**src/rtl/turn_signal_seq.sv**
```systemverilog
// -----------------------------------------------------------------------------
// turn_signal_seq
//
// Sequential (thermometer) turn-signal controller with hazard mode and a brake
// overlay. A built-in prescaler paces the lamp sequence in units of TICK_DIV
// clock cycles, so the visible step rate does not depend on the clock rate.
// All state lives in registers, and the lamp outputs are decoded only from
// those registers.
//
// Parameters:
//   LAMPS_PER_SIDE  lamps per side (1..8), bit 0 is the innermost lamp
//   TICK_DIV        clock cycles per sequence step (>= 1)
//
// Ports:
//   clk          in   system clock, all state updates on the rising edge
//   reset        in   synchronous active-high reset, clears all state
//   stick  [1:0] in   0 = off, 1 = right, 2 = left, 3 = hazard
//   brake        in   brake pedal level
//   left_lamps   out  left lamp drive, bit 0 inner
//   right_lamps  out  right lamp drive, bit 0 inner
//   busy         out  high whenever the registered mode is not IDLE
//   wrap         out  one-cycle pulse when a signal sequence or a hazard
//                     period completes
// -----------------------------------------------------------------------------
module turn_signal_seq #(
  parameter int LAMPS_PER_SIDE = 3,
  parameter int TICK_DIV       = 4
) (
  input  logic                      clk,
  input  logic                      reset,
  input  logic [1:0]                stick,
  input  logic                      brake,
  output logic [LAMPS_PER_SIDE-1:0] left_lamps,
  output logic [LAMPS_PER_SIDE-1:0] right_lamps,
  output logic                      busy,
  output logic                      wrap
);

  // Prescaler width: at least one bit even when TICK_DIV is 1, so the
  // counter register always exists and simply stays at its terminal value.
  localparam int CNT_W = (TICK_DIV > 1) ? $clog2(TICK_DIV) : 1;

  // The step index k runs 0..LAMPS_PER_SIDE inclusive, one more value than
  // there are lamps, because the all-dark step 0 is part of the sequence.
  localparam int K_W = $clog2(LAMPS_PER_SIDE + 1);

  localparam logic [CNT_W-1:0] CNT_LAST = CNT_W'(TICK_DIV - 1);
  localparam logic [K_W-1:0]   K_LAST   = K_W'(LAMPS_PER_SIDE);

  localparam logic [LAMPS_PER_SIDE-1:0] ALL_ON  = {LAMPS_PER_SIDE{1'b1}};
  localparam logic [LAMPS_PER_SIDE-1:0] ALL_OFF = '0;

  // Mode encoding deliberately equals the stick code, so a mode change is a
  // plain comparison and the new mode is the stick value itself.
  typedef enum logic [1:0] {
    IDLE   = 2'd0,
    RIGHT  = 2'd1,
    LEFT   = 2'd2,
    HAZARD = 2'd3
  } mode_t;

  mode_t            mode;
  logic [K_W-1:0]   k;
  logic [CNT_W-1:0] cnt;
  logic             phase;
  logic             brake_q;
  logic             wrap_q;

  mode_t            stick_mode;
  logic             step;
  logic [LAMPS_PER_SIDE-1:0] therm;

  assign stick_mode = mode_t'(stick);

  // A step fires on the last prescaler count; only meaningful while the
  // mode is stable and active, which the sequential block takes care of.
  assign step = (cnt == CNT_LAST);

  // Sequencer state. A stick change restarts the new mode from step 0 and
  // wins over any step that would have happened on the same edge, so a
  // direct RIGHT<->LEFT or signal<->HAZARD change never carries progress
  // over and never produces a wrap pulse.
  always_ff @(posedge clk) begin
    if (reset) begin
      mode    <= IDLE;
      k       <= '0;
      cnt     <= '0;
      phase   <= 1'b0;
      brake_q <= 1'b0;
      wrap_q  <= 1'b0;
    end else begin
      brake_q <= brake;
      wrap_q  <= 1'b0;

      if (stick_mode != mode) begin
        mode  <= stick_mode;
        k     <= '0;
        cnt   <= '0;
        phase <= 1'b0;
      end else if (mode == IDLE) begin
        k     <= '0;
        cnt   <= '0;
        phase <= 1'b0;
      end else if (!step) begin
        cnt <= cnt + CNT_W'(1);
      end else begin
        cnt <= '0;
        if (mode == HAZARD) begin
          phase <= ~phase;
          // A hazard period ends when the lamps go from lit back to dark.
          if (phase) begin
            wrap_q <= 1'b1;
          end
        end else begin
          if (k == K_LAST) begin
            k      <= '0;
            wrap_q <= 1'b1;
          end else begin
            k <= k + K_W'(1);
          end
        end
      end
    end
  end

  // Thermometer code of k: the k innermost lamps lit.
  always_comb begin
    therm = '0;
    for (int i = 0; i < LAMPS_PER_SIDE; i++) begin
      therm[i] = (K_W'(i) < k);
    end
  end

  // Lamp decode from registered state only. The brake overlay lights the
  // side that is not signalling; hazard ignores the brake entirely so the
  // flashing pattern stays recognisable.
  always_comb begin
    left_lamps  = ALL_OFF;
    right_lamps = ALL_OFF;
    unique case (mode)
      IDLE: begin
        left_lamps  = brake_q ? ALL_ON : ALL_OFF;
        right_lamps = brake_q ? ALL_ON : ALL_OFF;
      end
      RIGHT: begin
        left_lamps  = brake_q ? ALL_ON : ALL_OFF;
        right_lamps = therm;
      end
      LEFT: begin
        left_lamps  = therm;
        right_lamps = brake_q ? ALL_ON : ALL_OFF;
      end
      HAZARD: begin
        left_lamps  = phase ? ALL_ON : ALL_OFF;
        right_lamps = phase ? ALL_ON : ALL_OFF;
      end
      default: begin
        left_lamps  = ALL_OFF;
        right_lamps = ALL_OFF;
      end
    endcase
  end

  assign busy = (mode != IDLE);
  assign wrap = wrap_q;

endmodule
```
**config.mk**
```make
export PLATFORM = sky130hd
export DESIGN_NAME = turn_signal_seq
export DESIGN_NICKNAME = d
export VERILOG_FILES = /design/src/rtl/turn_signal_seq.sv
export SDC_FILE = /design/constraint.sdc
export NUM_CORES = 1
export LEC_CHECK = 0
export BUFFER_PORTS_ARGS = -buffer_cell sky130_fd_sc_hd__buf_4
export CORE_AREA = 5 5 47 49
export CTS_CLUSTER_DIAMETER = 200
export DETAILED_ROUTE_END_ITERATION = 16
export DIE_AREA = 0 0 52 54
export GPL_TIMING_DRIVEN = 0
export SYNTH_ARGS = -nofsm -noshare
export SYNTH_HDL_FRONTEND = slang
export SYNTH_SLANG_ARGS = --single-unit
```
**constraint.sdc**
```tcl
create_clock -name clk -period 3.85 [get_ports clk]
set_clock_uncertainty 0.1 [all_clocks]
set_input_delay 0.77 -clock clk [delete_from_list [all_inputs] [get_ports clk]]
set_output_delay 0.77 -clock clk [all_outputs]
set_load 0.01 [all_outputs]
```
==> run metrics <==
outcome completed; Yosys top cell area share 36.4%; Critical Path Fanout Max 10; total negative slack 0 ns; cells after synthesis 54; Max IR drop VDD 0.138 mV; largest net degree at the start of global routing 11; Slew @ Worst Pin 0.249 ns; most common cell in the netlist dfxtp_1; Critical Path AT 1.38 ns; FFs w/ async S/R, synth 0%; post-route DRC violation count 0; Synth Warn # 0; CP required 2.98 ns; via count 404; DRT Pass-1 Iters 4; Core Rows 16; RD Place Congestion 0.692; vias per inst 4.16; Filler cells 201; CP Buf/Inv Count 2; Synth Flop Type dfxtp_1; CTS tree built; slowest CP cell dfxtp_1; Die ar. 2810 um^2; final WL 870 um; vias in the first global route 349; fin crit share 58.5%; I/O Buffers 12; CP cell instances buf_2 > nand2_1 > o21ai_0 > mux2_2 > buf_4; final hold violation count 0; clock root buffer clkbuf_4; Ports 13; Routed Antenna Nets 0; Hold Crit Class reg -> reg; synthesized cell area 495 um^2; DR iter-0 viols 5; antenna diode count 0; Die W 52 um; post-synthesis sequential area ratio 36.4%; Multi-input gate area 298 um^2; WHS 0.333 ns; dpl hpwl 695 um; distinct cell type count after synthesis 21; ratio of cells with drive above 1 in the final layout 32.9%; die height 54 um; core area 1820 um^2; max_cap viols 0; Final Net Count 79; Worst path top cell family by delay flip-flops; initial antenna violation count 0; pwr dens 304 nW/um^2; clock-pin transition on the worst setup and hold timing paths 0.06 ns; first-pass GRT wire length 1450 um; final setup violation count 0; max incr delay on CP 0.34 ns; Worst-Skew Late Latency 0.26 ns; # clock sinks 9; Resize count post-CTS 0; P_leak 0.258 nW; Post-CTS Setup Inserts 0; Synth Register Bits 9; CTS buffer count 3; number of enable flip-flop cells after synthesis 0; Post-synth top cells dfxtp_1, nor2_1, a31oi_1, nand2b_1; Max Root-Sink Buffers 2; synthesized net count 62; pins over their slew limit 0; Register Area 180 um^2; syn_area_per_cell 9.18 um^2; CP Class reg -> out; Overflow after GRT 0; RSZ-0062 raised after global routing no; Synth area leader dfxtp_1; Hold-fix buffers, CTS 0; H-tree depth 1; area delta synth->final 30.3%; Synth area leaders dfxtp_1, ha_1, mux2i_1; minimum clock period 2.25 ns; Initial Util 27.2%; relative slew slack 83.4%; CP Capture Type output port; Startpoint Class flip-flop; wire per inst 8.97 um; GR Util All Layers 7.36%; fmax 444 MHz
==> final cells by class <==
class / instances / share of cell area, %
multi-input combinational: 41 / 46.1
buffer: 2 / 1.55
tap: 27 / 5.23
sequential: 9 / 27.9
inverter: 2 / 1.16
timing repair buffer: 12 / 14.0
clock buffer: 4 / 4.07
==> flip-flops by register name (all words and copies together) (netlist names) <==
signal	cells
brake_q	1
cnt	2
k	2
mode	2
phase	1
wrap	1
==> worst paths after layout <==
| kind | slack [ns] | depth (start not counted) | start | end |
|---|---|---|---|---|
| setup / recovery | 1.60 | 5 | mode[1]$_SDFFE_PP0P_ | right_lamps[0] |
| hold reg to reg | 0.33 | 1 | cnt[0]$_SDFF_PP0_ | cnt[0]$_SDFF_PP0_ |
| hold / removal | 0.33 | 1 | cnt[0]$_SDFF_PP0_ | cnt[0]$_SDFF_PP0_ |
| setup reg to reg | 2.49 | 4 | cnt[0]$_SDFF_PP0_ | k[1]$_SDFFE_PP0P_ |
==> routing by layer <==
metal | global-route usage (%) | wire length [um] | up-vias
met3 | 2.49 | 49 | 2
met2 | 10.7 | 383 | 12
met5 | 0 | 0 | -
li1 | - | - | 217
met4 | 7.86 | 18 | 0
met1 | 8.05 | 419 | 173
==> kinds of logic (layout without fill, tap and decap cells) <==
| kind of cell | count (synthesis) | in the layout | synth area share, % |
|---|---|---|---|
| AND/OR/NAND/NOR | 23 | 23 | 27.8 |
| XOR/XNOR | 2 | 2 | 3.54 |
| adder cells (fa/ha/maj) | 3 | 3 | 7.58 |
| multiplexers | 5 | 5 | 10.6 |
| buffers and inverters | 4 | 20 | 3.54 |
| AO/OA/AOI/OAI | 8 | 8 | 10.6 |
| flip-flops | 9 | 9 | 36.4 |
==> cells in the final DEF (no fill, tap or decap), drive strengths merged <==
cell type and instances:
xor2 2, o21ai 2, mux2i 3, buf 14, nor3 1, nor2 6, ha 3, a21boi 1
or2 1, nor2b 3, nand3 1, nor3b 2, mux2 2, dfxtp 9, nand2b 4, o22a 1
nand4bb 1, inv 2, nand3b 1, nand2 3, a31oi 4, clkbuf 4
==> per-stage QoR <==
stage	instances	setup WS (ns)	utilization (%)	cell area [um^2]	total power, mW
3_3_place_gp	93	1.86	34.0	619	0.127
2_1_floorplan	54	2.05	-	495	0.114
3_5_place_dp	93	1.88	34.0	619	0.128
6_report	97	1.60	35.4	646	0.196
5_1_grt	97	1.48	35.4	646	0.208
4_1_cts	97	1.58	35.4	646	0.200
==> report_power, final <==
part	leakage (nW)	total, mW	internal (mW)	switching [mW]
Sequential	0.0734	0.0972	0.0952	0.00194
Clock	0.0150	0.0710	0.0398	0.0312
Combinational	0.170	0.0280	0.0158	0.0122
==> worst reg2reg max path, delay by kind of cell, from the launching register on <==
kind / cells / cell delay, ns
simple gates: 1 / 0.05
compound gates: 1 / 0.29
fa+ha+maj: 1 / 0.26
flops: 1 / 0.33
mux: 1 / 0.23
(Power assumes the default switching activity.)
